$ cat src/rtl/mem_pkg.sv
// mem_pkg: shared definitions for the load/store memory access controller.
//   - SZ_* request size encodings (byte/half/word/reserved)
//   - mem_state_e: controller FSM states
//   - CNT_W: width of the read-latency down-counter (RD_LAT up to 7)
//   - is_bad(): misalignment / reserved-size test, used when the
//     MISALIGN_TRAP_EN build option is defined.
package mem_pkg;

  localparam logic [1:0] SZ_BYTE = 2'b00;
  localparam logic [1:0] SZ_HALF = 2'b01;
  localparam logic [1:0] SZ_WORD = 2'b10;
  localparam logic [1:0] SZ_RSVD = 2'b11;

  localparam int CNT_W = 3;

  typedef enum logic [2:0] {
    IDLE = 3'd0,
    RD   = 3'd1,
    WAIT = 3'd2,
    WR   = 3'd3,
    RESP = 3'd4
  } mem_state_e;

  // True when the access cannot be served: misaligned half/word or
  // the reserved size encoding.
  function automatic logic is_bad(input logic [1:0] size, input logic [1:0] a_lo);
    case (size)
      SZ_BYTE: is_bad = 1'b0;
      SZ_HALF: is_bad = a_lo[0];
      SZ_WORD: is_bad = (a_lo != 2'b00);
      default: is_bad = 1'b1;
    endcase
  endfunction

endpackage

$ cat src/rtl/mem_access_ctrl_if.sv
// mem_access_ctrl_if: CPU-side request/response bundle of the controller.
//   Request : req_valid, req_ready, req_we, req_size, req_unsigned,
//             req_addr, req_wdata
//   Response: rsp_valid, rsp_rdata, err_misalign
// Handshake: a request transfers on the rising edge where req_valid and
// req_ready are both high; the master must hold every req_* field stable
// while req_valid is high and req_ready is low. rsp_valid is a one-cycle
// strobe with no backpressure; rsp_rdata and err_misalign are only
// meaningful while rsp_valid is high.
//   master modport: CPU memory stage
//   slave  modport: mem_access_ctrl
interface mem_access_ctrl_if;
  logic        req_valid;
  logic        req_ready;
  logic        req_we;
  logic [1:0]  req_size;
  logic        req_unsigned;
  logic [31:0] req_addr;
  logic [31:0] req_wdata;
  logic        rsp_valid;
  logic [31:0] rsp_rdata;
  logic        err_misalign;

  modport master (
    output req_valid, req_we, req_size, req_unsigned, req_addr, req_wdata,
    input  req_ready, rsp_valid, rsp_rdata, err_misalign
  );

  modport slave (
    input  req_valid, req_we, req_size, req_unsigned, req_addr, req_wdata,
    output req_ready, rsp_valid, rsp_rdata, err_misalign
  );
endinterface

$ cat src/rtl/mem_lane_align.sv
// mem_lane_align: combinational little-endian byte-lane steering.
//   size    in  request size (SZ_BYTE/SZ_HALF/anything else = word)
//   a_lo    in  address bits [1:0]
//   uns     in  1 = zero-extend loads, 0 = sign-extend
//   wdata   in  low 16 bits of store data (right-justified)
//   rword   in  word read from memory
//   st_word out rword with the target lane replaced by store data
//   ld_word out target lane shifted to bit 0 and extended
module mem_lane_align
  import mem_pkg::*;
(
  input  logic [1:0]  size,
  input  logic [1:0]  a_lo,
  input  logic        uns,
  input  logic [15:0] wdata,
  input  logic [31:0] rword,
  output logic [31:0] st_word,
  output logic [31:0] ld_word
);

  logic [4:0]  sh;
  logic [7:0]  b;
  logic [15:0] h;

  always_comb begin
    sh      = '0;
    b       = '0;
    h       = '0;
    st_word = rword;
    ld_word = rword;
    case (size)
      SZ_BYTE: begin
        sh      = {a_lo, 3'b000};
        b       = 8'(rword >> sh);
        st_word = (rword & ~(32'h0000_00FF << sh)) | ({24'h0, wdata[7:0]} << sh);
        ld_word = {{24{b[7] & ~uns}}, b};
      end
      SZ_HALF: begin
        sh      = {a_lo[1], 4'b0000};
        h       = 16'(rword >> sh);
        st_word = (rword & ~(32'h0000_FFFF << sh)) | ({16'h0, wdata} << sh);
        ld_word = {{16{h[15] & ~uns}}, h};
      end
      default: ;
    endcase
  end

endmodule

$ cat src/rtl/mem_access_ctrl.sv
// mem_access_ctrl: load/store initiator for a word-wide data memory port.
// Serves one byte/half/word request at a time; sub-word stores are done
// as read-modify-write, loads are lane-extracted and extended.
//   clk, rst_n   clock, asynchronous active-low reset
//   bus          mem_access_ctrl_if.slave request/response bundle
//   m_read       memory read enable (RD and WAIT states)
//   m_write      memory write enable (WR state, one cycle)
//   addr         word-aligned memory address, latched at accept
//   d_in         memory write data, valid while m_write is high
//   d_out        memory read data, sampled on the last WAIT edge
//   state_dbg    current FSM state
// Parameter RD_LAT (1..7): cycles from the first m_read cycle until d_out
// is sampled.
// Build option MISALIGN_TRAP_EN: when defined, misaligned half/word and
// reserved-size requests get an err_misalign response with no memory
// access. When undefined, err_misalign is 0, the low address bits a
// half/word cannot use are ignored and size 11 behaves as word.
module mem_access_ctrl
  import mem_pkg::*;
#(
  parameter int RD_LAT = 1
) (
  input  logic                clk,
  input  logic                rst_n,
  mem_access_ctrl_if.slave    bus,
  output logic                m_read,
  output logic                m_write,
  output logic [31:0]         addr,
  output logic [31:0]         d_in,
  input  logic [31:0]         d_out,
  output mem_state_e          state_dbg
);

  mem_state_e       state;
  logic [CNT_W-1:0] cnt;
  logic             we_q;
  logic             uns_q;
  logic [1:0]       size_q;
  logic [1:0]       a_lo_q;
  logic [15:0]      wdata_q;
  logic [31:0]      rdata_q;

  logic             bad;
  logic [1:0]       size_eff;
  logic [1:0]       a_lo_eff;
  logic [31:0]      st_word;
  logic [31:0]      ld_word;

`ifdef MISALIGN_TRAP_EN
  assign bad      = is_bad(bus.req_size, bus.req_addr[1:0]);
  assign size_eff = bus.req_size;
  assign a_lo_eff = bus.req_addr[1:0];
`else
  // Without the trap every request is served: size 11 becomes a word and
  // the address bits below the access size are forced to zero.
  assign bad = 1'b0;
  always_comb begin
    size_eff = (bus.req_size == SZ_RSVD) ? SZ_WORD : bus.req_size;
    case (size_eff)
      SZ_HALF: a_lo_eff = {bus.req_addr[1], 1'b0};
      SZ_WORD: a_lo_eff = 2'b00;
      default: a_lo_eff = bus.req_addr[1:0];
    endcase
  end
`endif

  mem_lane_align u_align (
    .size    (size_q),
    .a_lo    (a_lo_q),
    .uns     (uns_q),
    .wdata   (wdata_q),
    .rword   (d_out),
    .st_word (st_word),
    .ld_word (ld_word)
  );

  always_ff @(posedge clk or negedge rst_n) begin
    if (!rst_n) begin
      state   <= IDLE;
      cnt     <= '0;
      we_q    <= 1'b0;
      uns_q   <= 1'b0;
      size_q  <= SZ_BYTE;
      a_lo_q  <= 2'b00;
      wdata_q <= '0;
      rdata_q <= '0;
      addr    <= '0;
      d_in    <= '0;
    end else begin
      case (state)
        IDLE: begin
          if (bus.req_valid) begin
            we_q    <= bus.req_we;
            uns_q   <= bus.req_unsigned;
            size_q  <= size_eff;
            a_lo_q  <= a_lo_eff;
            wdata_q <= bus.req_wdata[15:0];
            addr    <= {bus.req_addr[31:2], 2'b00};
            rdata_q <= '0;
            if (bad) begin
              state <= RESP;
            end else if (bus.req_we && size_eff == SZ_WORD) begin
              // Full-word store needs no read; data goes straight out.
              d_in  <= bus.req_wdata;
              state <= WR;
            end else begin
              state <= RD;
            end
          end
        end
        RD: begin
          cnt   <= CNT_W'(RD_LAT - 1);
          state <= WAIT;
        end
        WAIT: begin
          if (cnt == '0) begin
            // Last WAIT edge: d_out is valid now.
            if (we_q) begin
              d_in  <= st_word;
              state <= WR;
            end else begin
              rdata_q <= ld_word;
              state   <= RESP;
            end
          end else begin
            cnt <= cnt - CNT_W'(1);
          end
        end
        WR: state <= RESP;
        RESP: begin
          rdata_q <= '0;
          state   <= IDLE;
        end
        default: state <= IDLE;
      endcase
    end
  end

`ifdef MISALIGN_TRAP_EN
  logic err_q;
  always_ff @(posedge clk or negedge rst_n) begin
    if (!rst_n) begin
      err_q <= 1'b0;
    end else if (state == IDLE && bus.req_valid) begin
      err_q <= bad;
    end else if (state == RESP) begin
      err_q <= 1'b0;
    end
  end
  assign bus.err_misalign = err_q;
`else
  assign bus.err_misalign = 1'b0;
`endif

  // Strobes decode straight from the state register so an asynchronous
  // reset removes them without waiting for a clock.
  assign bus.req_ready = (state == IDLE);
  assign bus.rsp_valid = (state == RESP);
  assign bus.rsp_rdata = rdata_q;
  assign m_read        = (state == RD) || (state == WAIT);
  assign m_write       = (state == WR);
  assign state_dbg     = state;

endmodule

$ cat src/flat_wrapper.sv
// flat-port wrapper written by rule: the top's interface ports become plain ports
module mem_access_ctrl_flat import mem_pkg::*;
#(
  parameter int RD_LAT = 1
)
  (clk, rst_n, m_read, m_write, addr, d_in, d_out, state_dbg, bus_req_valid, bus_req_we, bus_req_size, bus_req_unsigned, bus_req_addr, bus_req_wdata, bus_req_ready, bus_rsp_valid, bus_rsp_rdata, bus_err_misalign);
  mem_access_ctrl_if bus_i ();
  input  logic clk;
  input  logic rst_n;
  output logic m_read;
  output logic m_write;
  output logic [31:0] addr;
  output logic [31:0] d_in;
  input  logic [31:0] d_out;
  output mem_state_e state_dbg;
  input wire logic [$bits(bus_i.req_valid)-1:0] bus_req_valid;
  input wire logic [$bits(bus_i.req_we)-1:0] bus_req_we;
  input wire logic [$bits(bus_i.req_size)-1:0] bus_req_size;
  input wire logic [$bits(bus_i.req_unsigned)-1:0] bus_req_unsigned;
  input wire logic [$bits(bus_i.req_addr)-1:0] bus_req_addr;
  input wire logic [$bits(bus_i.req_wdata)-1:0] bus_req_wdata;
  output wire logic [$bits(bus_i.req_ready)-1:0] bus_req_ready;
  output wire logic [$bits(bus_i.rsp_valid)-1:0] bus_rsp_valid;
  output wire logic [$bits(bus_i.rsp_rdata)-1:0] bus_rsp_rdata;
  output wire logic [$bits(bus_i.err_misalign)-1:0] bus_err_misalign;
  assign bus_i.req_valid = bus_req_valid;
  assign bus_i.req_we = bus_req_we;
  assign bus_i.req_size = bus_req_size;
  assign bus_i.req_unsigned = bus_req_unsigned;
  assign bus_i.req_addr = bus_req_addr;
  assign bus_i.req_wdata = bus_req_wdata;
  assign bus_req_ready = bus_i.req_ready;
  assign bus_rsp_valid = bus_i.rsp_valid;
  assign bus_rsp_rdata = bus_i.rsp_rdata;
  assign bus_err_misalign = bus_i.err_misalign;
  mem_access_ctrl #(.RD_LAT(RD_LAT)) u_core (.clk(clk), .rst_n(rst_n), .bus(bus_i), .m_read(m_read), .m_write(m_write), .addr(addr), .d_in(d_in), .d_out(d_out), .state_dbg(state_dbg));
endmodule
$ cat config.mk
export PLATFORM = sky130hd
export DESIGN_NAME = mem_access_ctrl_flat
export DESIGN_NICKNAME = d
export VERILOG_FILES = /design/src/rtl/mem_pkg.sv /design/src/rtl/mem_access_ctrl_if.sv /design/src/rtl/mem_lane_align.sv /design/src/rtl/mem_access_ctrl.sv /design/src/flat_wrapper.sv
export SDC_FILE = /design/constraint.sdc
export NUM_CORES = 1
export LEC_CHECK = 0
export BUFFER_PORTS_ARGS = -buffer_cell sky130_fd_sc_hd__buf_2
export CORE_UTILIZATION = 40
export DETAILED_ROUTE_END_ITERATION = 8
export MAX_ROUTING_LAYER = met4
export PLACE_DENSITY = 0.76
export SYNTH_ARGS = -nofsm -noshare
export SYNTH_HDL_FRONTEND = slang
export SYNTH_HIERARCHICAL = 1
export SYNTH_SLANG_ARGS = --single-unit
$ cat constraint.sdc
create_clock -name clk -period 1.65 [get_ports clk]
set_input_delay 0.0825 -clock clk [delete_from_list [all_inputs] [get_ports clk]]
set_output_delay 0.0825 -clock clk [all_outputs]
set_load 0.01 [all_outputs]
==> impl_metrics.yaml <==
worst_setup_path:
  worstPathRequired_ps: 1950
  slowest_stage: "a311o_2"
  cp_cell_sequence: "inv_2 > ha_4 > nand3b_1 > buf_4 > a311o_2 > clkbuf_16 > nand2_1 > o21ai_1"
  rrSetupSlack_ps: -230
  critical_path.max_fanout: 32
  worstSetupPathType: "reg2reg"
  endpoint_kind: "flip-flop"
  cpPeakStageDelay_ps: 430
  crit_arrival_ps: 2180
  cp-start-kind: "flip-flop"
logic_synthesis:
  synth_top_area_cell: "dfrtp_1"
  synth-edff-count: 0
  ys_ff_latch: 122
  syn_area_per_cell_um2: 9.68
  synthCells: 685
  synth.area.top_cells: "dfrtp_1, mux2_2, nand2_1, o21ai_0, a31oi_1"
  seq_area_frac_synth_pct: 46.0
  async_flop_share_pct: 100
  ys_types: 44
  ys_warn_count: 6
  synth_flop_cell: "dfrtp_1"
  synth_top_area_share_pct: 46.0
  synth_most_common_cell: "nand2_1"
  syn_area_um2: 6630
  synth_commonest_cells: "nand2_1, dfrtp_1, mux2_2"
power_and_ir_drop:
  vdd_ir_drop_max_mv: 1.21
  powerDensity_nw_per_um2: 2010
  total_power_mw: 20.5
  switchingPower_mw: 7.84
  pwr-share-clk_pct: 20.5
  switching_share_pct: 38.3
  leakagePower_nw: 4.79
  seqPwrFrac_pct: 26.8
  p_int_mw: 12.6
  power_frac_comb_pct: 52.7
sta:
  period_minus_slack_ps: 1880
  finalSetupViolations: 113
  skew_ps: 11.1
  timing.final.crit_share_pct: 114
  worst_slack_ps: -231
  worst_slew_pin_slew_ps: 618
  finalMaxSlewViolations: 0
  finalHoldViolCount: 0
  max_slew_margin_pct: 58.8
  max_freq_ghz: 0.532
  rsz0062_at_grt: "yes"
route:
  wl_per_cell_um: 19.2
  viasPerCell: 5.48
  first_pass_iters: 7
  drt_first_iter_violations: 545
  drc_errors: 0
  wirelength_mm: 23.7
  postRouteAntennaNets: 0
  vias: 6746
global_route:
  grt-ovfl-total: 0
  grt_pass1_wl_mm: 33.8
  grtUsageTotal_pct: 27.3
  grt_pass1_vias: 6282
  grt_max_degree: 72
  antenna_found_initial: 1
floorplan:
  dieArea_um2: 17100
  dieHeight_um: 131
  start_util_pct: 41.3
  pin_count: 207
  row_count: 46
  core_um2: 16100
  chipWidth_um: 131
placement:
  hpwl_mm: 15.4
  dp_slack_ps: -387
  routabilityCongestion: 0.980
  portBuffers: 203
finish:
  nFillCells: 1278
  area_growth_syn_to_layout_pct: 53.5
  drive_gt1_share_pct: 40.6
  nets: 1107
  post-route-util_pct: 63.4
  layout.area.seq_um2: 3060
  multiInputGateArea_um2: 3450
clock_network:
  cts-root-buf: "clkbuf_16"
  cts.sinks: 122
  cts_inserted_buffers: 17
  clockBufferDepth: 2
  h-tree-depth: 4
  clkTransAtPathRegs_ps: 50
  clkLatencyLatePin_ps: 420
  cts_tree: "built"
hold_path:
  hp-class: "in2reg"
outcome:
  status: "finished with violations"
  violations: "negative setup slack"
job:
  drv_cap: 0
[cell families (layout without fill, tap and decap cells)]
kind of cell,after synthesis,after routing,synth area share (%)
AOI/OAI and AO/OA,157,157,16.3
other,1,4,0.0565
adders and majority gates,2,2,0.377
and+or+nand+nor,227,227,14.3
xor gates and xnor gates,1,1,0.132
buffers and inverters,85,413,6.26
DFF,122,122,46.0
muxes,90,90,16.5
[power by group through the flow]
stage	clock, mW	sequential (mW)	combinational (mW)
3_5_place_dp	0	5.41	9.32
2_1_floorplan	0	5.66	5.83
5_1_grt	4.39	5.64	11.6
3_3_place_gp	0	5.40	9.15
6_report	4.21	5.49	10.8
4_1_cts	4.25	5.43	9.98
[cell type report]
| class | instances | share of cell area [%] |
|---|---|---|
| clock inverter | 8 | 1.87 |
| multi-input combinational | 480 | 33.9 |
| sequential | 122 | 30.0 |
| antenna | 1 | 0.0246 |
| timing repair buffer | 354 | 26.1 |
| inverter | 27 | 0.995 |
| clock buffer | 24 | 4.53 |
| tap | 216 | 2.65 |
[flip-flops by register name, summed over array words and instances, names as in the netlist]
signal and count:
u_core/bus.rsp_rdata 32, u_core/uns_q 1, u_core/size_q 2, u_core/cnt 3, u_core/wdata_q 16, u_core/d_in 32
u_core/addr 30, u_core/we_q 1, u_core/a_lo_q 2, u_core/state_dbg 3
[worst paths after layout]
check,from,end,depth (start not counted)
setup / recovery,u_core/cnt[1],u_core/bus.rsp_rdata[23],8
hold / removal,d_out[20],u_core/bus.rsp_rdata[20],5
setup reg to reg,u_core/cnt[1],u_core/bus.rsp_rdata[23],8
hold reg to reg,u_core/bus.rsp_rdata[27],u_core/bus.rsp_rdata[27],2
max in group asynchronous,rst_n,u_core/a_lo_q[1],3
min in group asynchronous,rst_n,u_core/bus.rsp_rdata[17],3
[worst max-delay path, delay by kind of cell (launching register included)]
family / cells / cell delay (ps)
buf+inv: 3 / 510
compound gates: 2 / 490
flops: 1 / 380
simple gates: 2 / 240
fa+ha+maj: 1 / 130
[timing repair]
item | in CTS | in global routing
cloned | 4 | 5
gates resized for setup | 24 | 37
hold buffers | 69 | 0
endpoints found under the hold margin | 206 | 0
setup endpoints to repair | 96 | 86
buffers inserted | 4 | 4
pin swaps | 1 | 7
[through the flow]
stage | setup TNS, ps | std cells | hold slack [ps] | area (µm²)
6_report | -13630 | 1232 | 90.3 | 10200
5_1_grt | -21130 | 1232 | 98.7 | 10200
4_1_cts | -5230 | 1224 | 69.3 | 9940
3_5_place_dp | -10870 | 1116 | 102 | 8380
3_3_place_gp | -7360 | 1116 | 104 | 8380
2_1_floorplan | -7820 | 687 | -213 | 6870
[placed cells by master (no fill, tap or decap), types with 3 or more instances in the layout]
| master | instances |
|---|---|
| a221o_1 | 8 |
| buf_16 | 3 |
| nand3b_1 | 3 |
| a22o_1 | 9 |
| o32ai_1 | 18 |
| conb_1 | 3 |
| a221oi_1 | 12 |
| nor2b_1 | 3 |
| inv_1 | 23 |
| o21ai_0 | 12 |
| buf_4 | 56 |
| a31oi_1 | 33 |
| nor3_1 | 18 |
| mux2_2 | 16 |
| buf_2 | 202 |
| dfrtp_1 | 119 |
| o22ai_1 | 9 |
| nor2_1 | 44 |
| clkbuf_16 | 21 |
| mux4_2 | 9 |
| nand2_1 | 137 |
| a221oi_2 | 4 |
| nand2b_1 | 4 |
| bufinv_16 | 6 |
| buf_12 | 14 |
| mux2i_1 | 16 |
| buf_6 | 6 |
| mux2_4 | 49 |
| o21ai_1 | 32 |
| clkbuf_1 | 6 |
| dfrtp_2 | 3 |
| a21oi_1 | 12 |
| dlygate4sd3_1 | 69 |
[routing by layer]
layer	track usage, %	share of wire [%]
met1	35.0	42
met2	41.8	47
met3	6.72	8.5
met4	10.1	2.5
met5	-	0
No activity file was read; power rests on OpenSTA's default activity.
